[src/rtl/regfile_pkg.sv]
// rtl/regfile_pkg.sv - shared types and constants for the 32x64 architectural register file
package regfile_pkg;

  localparam int        REG_W = 64;
  localparam int        NREGS = 32;
  localparam logic [4:0] XZR  = 5'd31;

  typedef logic [4:0]       reg_addr_t;
  typedef logic [REG_W-1:0] word_t;

endpackage

[src/rtl/regfile_64x32_if.sv]
// rtl/regfile_64x32_if.sv - write port and two read ports of the register file
interface regfile_64x32_if;
  import regfile_pkg::*;

  logic      RegWrite;
  reg_addr_t WriteRegister;
  word_t     WriteData;
  reg_addr_t ReadRegister1;
  reg_addr_t ReadRegister2;
  word_t     ReadData1;
  word_t     ReadData2;

  // decode stage side: drives addresses and write data, consumes operands
  modport master (
    output RegWrite, WriteRegister, WriteData, ReadRegister1, ReadRegister2,
    input  ReadData1, ReadData2
  );

  // register file side
  modport slave (
    input  RegWrite, WriteRegister, WriteData, ReadRegister1, ReadRegister2,
    output ReadData1, ReadData2
  );

endinterface

[src/rtl/decoder_5x32.sv]
// rtl/decoder_5x32.sv - enable-gated 5-to-32 one-hot decoder
module decoder_5x32 (
  input  logic [4:0]  in,
  input  logic        en,
  output logic [31:0] out
);

  // raise only the addressed line, and only when enabled; an unknown enable selects nothing
  always_comb begin
    out = '0;
    if (en) out[in] = 1'b1;
  end

endmodule

[src/rtl/mux_64x32x1.sv]
// rtl/mux_64x32x1.sv - one 64-bit 32:1 read mux over the register array
module mux_64x32x1
  import regfile_pkg::*;
(
  input  word_t [31:0] data,
  input  reg_addr_t    sel,
  output word_t        out
);

  assign out = data[sel];

endmodule

[src/rtl/regfile_64x32.sv]
// rtl/regfile_64x32.sv - 32x64 register file, one write port, two combinational read ports, XZR at 31
module regfile_64x32
  import regfile_pkg::REG_W;
  import regfile_pkg::XZR;
  import regfile_pkg::word_t;
#(
  parameter int WIDTH  = REG_W,
  parameter int NREGS  = 32,
  parameter bit BYPASS = 1'b1
) (
  input  logic                  clk,
  input  logic                  reset_n,
  regfile_64x32_if.slave        bus
);

  // A write is real only out of reset and never to XZR, so the decoder line for
  // entry 31 can never fire and the same vector doubles as the forwarding hit map.
  logic             wr_valid;
  logic [NREGS-1:0] wr_en;
  word_t [31:0]     reg_view;
  word_t            mux_rd1;
  word_t            mux_rd2;
  logic             hit1;
  logic             hit2;

  assign wr_valid = reset_n & bus.RegWrite & (bus.WriteRegister != XZR);

  decoder_5x32 u_wr_dec (
    .in  (bus.WriteRegister),
    .en  (wr_valid),
    .out (wr_en)
  );

  for (genvar i = 0; i < NREGS - 1; i++) begin : g_reg
    logic [WIDTH-1:0] q;

    // entry i: cleared asynchronously by reset, loaded when its decoder line fires
    always_ff @(posedge clk or negedge reset_n) begin
      if (!reset_n)      q <= '0;
      else if (wr_en[i]) q <= bus.WriteData;
    end

    assign reg_view[i] = q;
  end

  // XZR is a constant mux input, not storage
  assign reg_view[XZR] = '0;

  mux_64x32x1 u_rd1_mux (
    .data (reg_view),
    .sel  (bus.ReadRegister1),
    .out  (mux_rd1)
  );

  mux_64x32x1 u_rd2_mux (
    .data (reg_view),
    .sel  (bus.ReadRegister2),
    .out  (mux_rd2)
  );

  // Same-cycle forwarding: wr_en already excludes reset and XZR
  assign hit1 = BYPASS && wr_en[bus.ReadRegister1];
  assign hit2 = BYPASS && wr_en[bus.ReadRegister2];

  assign bus.ReadData1 = hit1 ? bus.WriteData : mux_rd1;
  assign bus.ReadData2 = hit2 ? bus.WriteData : mux_rd2;

endmodule
[src/flat_wrapper.sv]
// flat-port wrapper written by rule: the top's interface ports become plain ports
module regfile_64x32_flat import regfile_pkg::REG_W; import regfile_pkg::XZR; import regfile_pkg::word_t;
#(
  parameter int WIDTH  = REG_W,
  parameter int NREGS  = 32,
  parameter bit BYPASS = 1'b1
)
  (clk, reset_n, bus_RegWrite, bus_WriteRegister, bus_WriteData, bus_ReadRegister1, bus_ReadRegister2, bus_ReadData1, bus_ReadData2);
  regfile_64x32_if bus_i ();
  input  logic clk;
  input  logic reset_n;
  input wire logic [$bits(bus_i.RegWrite)-1:0] bus_RegWrite;
  input wire logic [$bits(bus_i.WriteRegister)-1:0] bus_WriteRegister;
  input wire logic [$bits(bus_i.WriteData)-1:0] bus_WriteData;
  input wire logic [$bits(bus_i.ReadRegister1)-1:0] bus_ReadRegister1;
  input wire logic [$bits(bus_i.ReadRegister2)-1:0] bus_ReadRegister2;
  output wire logic [$bits(bus_i.ReadData1)-1:0] bus_ReadData1;
  output wire logic [$bits(bus_i.ReadData2)-1:0] bus_ReadData2;
  assign bus_i.RegWrite = bus_RegWrite;
  assign bus_i.WriteRegister = bus_WriteRegister;
  assign bus_i.WriteData = bus_WriteData;
  assign bus_i.ReadRegister1 = bus_ReadRegister1;
  assign bus_i.ReadRegister2 = bus_ReadRegister2;
  assign bus_ReadData1 = bus_i.ReadData1;
  assign bus_ReadData2 = bus_i.ReadData2;
  regfile_64x32 #(.WIDTH(WIDTH), .NREGS(NREGS), .BYPASS(BYPASS)) u_core (.clk(clk), .reset_n(reset_n), .bus(bus_i));
endmodule
[config.mk]
export PLATFORM = sky130hd
export DESIGN_NAME = regfile_64x32_flat
export DESIGN_NICKNAME = d
export VERILOG_FILES = /design/src/rtl/regfile_pkg.sv /design/src/rtl/regfile_64x32_if.sv /design/src/rtl/decoder_5x32.sv /design/src/rtl/mux_64x32x1.sv /design/src/rtl/regfile_64x32.sv /design/src/flat_wrapper.sv
export SDC_FILE = /design/constraint.sdc
export NUM_CORES = 2
export LEC_CHECK = 0
export CAP_MARGIN = 20
export CELL_PAD_IN_SITES_DETAIL_PLACEMENT = 2
export CELL_PAD_IN_SITES_GLOBAL_PLACEMENT = 2
export CORE_MARGIN = 3
export CORE_UTILIZATION = 47
export CTS_CLUSTER_SIZE = 20
export DETAILED_ROUTE_END_ITERATION = 12
export HOLD_SLACK_MARGIN = 0.03
export PLACE_DENSITY = 0.91
export SLEW_MARGIN = 15
export SYNTH_ARGS = -nofsm -noshare
export SYNTH_HDL_FRONTEND = slang
export SYNTH_SLANG_ARGS = --single-unit
[constraint.sdc]
create_clock -name clk -period 4.5 [get_ports clk]
set_clock_uncertainty 0.2 [all_clocks]
set_input_delay 0.9 -clock clk [delete_from_list [all_inputs] [get_ports clk]]
set_output_delay 0.9 -clock clk [all_outputs]
set_load 0.005 [all_outputs]
==> flow_summary.yaml, run 1 <==
placed_design:
  dpl_worst_slack_ns: -1.01
  hpwl_mm: 322
  gp_congestion: 0.861
  io_buffers: 209
grt:
  grt_max_degree: 204
  grtUsageTotal: 0.740
  grt_overflow: 4
yosys:
  synth-edff-count: 0
  syn_area_per_cell_um2: 15.3
  ys_seq_elements: 1984
  synthFlopType: "dfrtp_1"
  async_reset_ff_frac: 1.00
  netlist_instances: 6958
  syn_nets: 7040
  synth_area_mm2: 0.106
  yosysUniqueCellTypes: 46
  synth_seq_area_share: 0.467
  ys_warn_count: 0
floorplanning:
  die-height_um: 482
  start_util: 0.475
  ios: 210
  die_w_um: 482
  rows: 173
run_status:
  toolErrorMsg: "[ERROR GRT-0232] Routing congestion too high. Check the congestion heatmap in the GUI."
  status: "stopped before the end"
  lastStage: "global routing (5_1_grt)"
timing:
  worstEpCategory: "output port"
  worst_endpoint: "bus_ReadData1[19]"
clock_network:
  root_buffer: "clkbuf_16"
  cts_sinks: 1984
  cts_inserted_buffers: 218
  clockBufferDepth: 3
  cts-htree-levels: 4
## per-stage QoR
step           instance area [µm²]  std cells
2_1_floorplan               106000       6958
3_3_place_gp                117000      10100
3_5_place_dp                117000      10100
4_1_cts                     127000      10600
## per-layer routing
layer  overflow  global-route usage
met1          0               0.723
met2          0               0.889
met3          0               0.625
met4          4               0.734
met5          0               0.345
## cells in the mapped netlist, types with 24 or more instances
master | instances | area (µm²)
and3_1 | 24 | 150
o2bb2ai_1 | 36 | 315
o2111ai_1 | 78 | 683
buf_2 | 302 | 1510
a2bb2oi_1 | 79 | 692
buf_1 | 25 | 93.8
nor2_1 | 81 | 304
nand2_1 | 77 | 289
o21ai_0 | 31 | 155
mux2i_1 | 234 | 2340
o22ai_1 | 72 | 450
a22oi_1 | 156 | 1170
dfrtp_1 | 1984 | 49600
a211oi_1 | 36 | 270
a211o_1 | 79 | 692
mux4_2 | 896 | 20200
clkbuf_1 | 374 | 1400
mux2_2 | 2121 | 23900
buf_4 | 42 | 315
## cells by family after synthesis
family                 synth area share
XOR/XNOR                       0.000659
AO/OA/AOI/OAI                    0.0462
buffers and inverters            0.0343
AND/OR/NAND/NOR                  0.0131
multiplexers                      0.439
flip-flops                        0.467
## repair_timing
item                                   4_1_cts
gates resized for setup                    519
pin swaps                                   20
buffers inserted                            89
endpoints found under the hold margin       23
setup endpoints to repair                  128
cloned                                      16
hold buffers                                 1
==> run 2: changes to the inputs <==
Settings changed: CELL_PAD_IN_SITES_DETAIL_PLACEMENT 2 to not set, CELL_PAD_IN_SITES_GLOBAL_PLACEMENT 2 to not set, CORE_UTILIZATION 47 to 40, CTS_CLUSTER_SIZE 20 to not set, HOLD_SLACK_MARGIN 0.03 to not set, PLACE_DENSITY 0.91 to not set, PLACE_DENSITY_LB_ADDON set to 0.15.
==> flow_summary.yaml, run 2 <==
worst_setup_path:
  reg2reg_setup_slack_ns: 3.44
  arrival_ns: 3.39
  critical-path-max-stage-delay_ns: 0.55
  path_common_cell: "buf_4"
  critPathLaunchType: "input pin"
  path_cells: "buf_8, buf_4, mux4_2, mux2i_1, o2111ai_2, buf_4, mux2_2, clkdlybuf4s50_1"
  crit_type: "in2out"
  cp_max_fo: 15
  cp_slowest_cell: "mux4_2"
  end_kind: "primary output"
  critPathRequiredTime_ns: 3.40
timing:
  max-slew-margin-rel: 0.344
  period_share: 0.998
  maxSlewViolCount: 0
  setup_viol: 0
  rsz0062_at_grt: "yes"
  max_freq_ghz: 0.223
  layout_min_cycle_time_ns: 4.49
  worst_slew_pin_slew_ns: 0.983
  hold_violations: 0
  finalSetupTns_ns: 0
floorplanning:
  start_util: 0.403
  die-height_um: 521
  coreArea_mm2: 0.263
  die_w_um: 521
  rows: 188
  die-area_mm2: 0.272
  ios: 210
finish:
  layout_commonest_cell: "mux2_2"
  regMostFlops: "u_core.g.q"
  area_growth_pct: 21.5
  drive_above_1_share: 0.578
  largestRegisters: "u_core.g.q x1984"
  final_core_utilization: 0.490
  fin_nets: 7626
  largest_reg_flops: 1984
  final_cell_mix: "mux2_2 (2,116), dfrtp_1 (1,984), mux4_2 (896)"
clock_network:
  cts_inserted_buffers: 229
  clockBufferDepth: 4
  cts_tree: "built"
  worstSkewPairLatency_ns: 0.87
  cts-htree-levels: 4
  postCtsHoldBufs: 0
  clk_pin_slew_ns: 0.06
  cts_sinks: 1984
  root_buffer: "clkbuf_16"
yosys:
  yosysMostFrequentCell: "mux2_2"
  synth_top_area_frac: 0.467
  synth_compound_area_frac: 0.0462
  synth-simple-area-share: 0.0131
  synth-edff-count: 0
  yosys.area_share.adder: 0
  yosys-top-cells-count: "mux2_2 (2,121), dfrtp_1 (1,984), mux4_2 (896)"
  syn_area_per_cell_um2: 15.3
  yosys-mux-area-fraction: 0.439
  synth_seq_area_share: 0.467
  yosysTopAreaCell: "dfrtp_1"
  synth_xor_xnor_area_share: 0.000659
  ys_seq_elements: 1984
  netlist_instances: 6958
  synth_area_mm2: 0.106
  yosysUniqueCellTypes: 46
  ys_warn_count: 0
  synth_top_family_by_area: "multiplexers"
  syn_nets: 7040
  synthFlopType: "dfrtp_1"
  async_reset_ff_frac: 1.00
  yosys-top-cells-area: "dfrtp_1 (47%), mux2_2 (22%), mux4_2 (19%), mux2i_1 (2.2%), buf_2 (1.4%)"
grt:
  grtUsageTotal: 0.279
  antenna_found_initial: 13
  grt_max_degree: 157
  grt_pass1_wl_mm: 552
  grt_overflow: 0
  grt_pass1_vias: 73700
power_and_ir_drop:
  p_leak_nw: 57.5
  ir_worst_vdd_v: 0.000480
  power.density_mw_per_mm2: 392
  power_mw: 50.7
drt:
  drtIter0Drc: 6175
  wl_per_cell_um: 34.1
  drt_pre_antenna_iters: 8
  drc: 0
  routed_wl_mm: 384
  viasPerCell: 6.28
  ant_nets: 0
  vias: 70600
run:
  drv_cap: 0
hold_path:
  hp-class: "reg2reg"
run_status:
  status: "completed"
placed_design:
  gp_congestion: 0.835
  io_buffers: 209
  hpwl_mm: 238
[run 2: cell counts after synthesis]
Identical to the previous run, type by type.
[run 2: final cells by class]
type	instances	area [µm²]
Antenna cell	2	5.00
Clock buffer	341	6820
Clock inverter	66	862
Fill cell	22400	134000
Inverter	18	75.1
Multi-Input combinational cell	4190	54000
Sequential cell	1984	49600
Tap cell	3515	4400
Timing Repair Buffer	1121	13300
[run 2: layer usage]
metal | part of all wire | up-vias | track usage
met2 | 0.48 | 2533 | 0.451
met1 | 0.42 | 38900 | 0.383
met4 | 0.040 | 0 | 0.101
met5 | 0 | - | 0
met3 | 0.056 | 713 | 0.0392
li1 | - | 28400 | -
[run 2: logic make-up (layout without fill, tap and decap cells)]
kind of cell | after synthesis | in the layout
buffers and inverters | 784 | 1546
AO/OA/AOI/OAI | 627 | 627
AND/OR/NAND/NOR | 285 | 285
XOR/XNOR | 8 | 8
flip-flops | 1984 | 1984
multiplexers | 3270 | 3270
other | 0 | 2
[run 2: critical path, delay by kind of cell]
family / cells / cell delay, ns
buffers and inverters: 4 / 1.22
AO/OA/AOI/OAI: 1 / 0.27
multiplexers: 3 / 0.97
[run 2: path summary, 6_finish.rpt]
path	from	depth (start not counted)	endpoint
worst max register to register	u_core.g_reg[3].q[63]	1	u_core.g_reg[3].q[63]
worst min register to register	u_core.g_reg[26].q[6]	1	u_core.g_reg[26].q[6]
min in group asynchronous	reset_n	3	u_core.g_reg[7].q[50]
max in group asynchronous	reset_n	5	u_core.g_reg[3].q[24]
worst min-delay path	u_core.g_reg[26].q[6]	1	u_core.g_reg[26].q[6]
worst max-delay path	bus_ReadRegister1[1]	8	bus_ReadData1[63]
[run 2: timing repair]
item / in CTS / in global routing
endpoints found under the hold margin: 0 / 0
buffers inserted: 63 / 41
setup endpoints to repair: 128 / 77
pin swaps: 16 / 19
cloned: 11 / 4
gates resized for setup: 204 / 87
[run 2: per-stage QoR]
step	hold WS (ns)	cells	area (µm²)	worst slack (ns)
floorplan	0.270	6958	106000	0.697
global placement	0.282	10700	119000	-0.623
detailed placement	0.288	10700	119000	-0.670
CTS	0.301	11200	128000	-0.0915
global route	0.315	11200	129000	-0.0223
finish	0.300	11200	129000	0.0100
[run 2: power by group]
group          internal, mW  total, mW  switching [mW]
logic                  5.53       9.36            3.83
registers              20.2       22.0            1.78
clock network          11.5       19.3            7.75
total                  37.3       50.7            13.4
(Power assumes the default switching activity.)
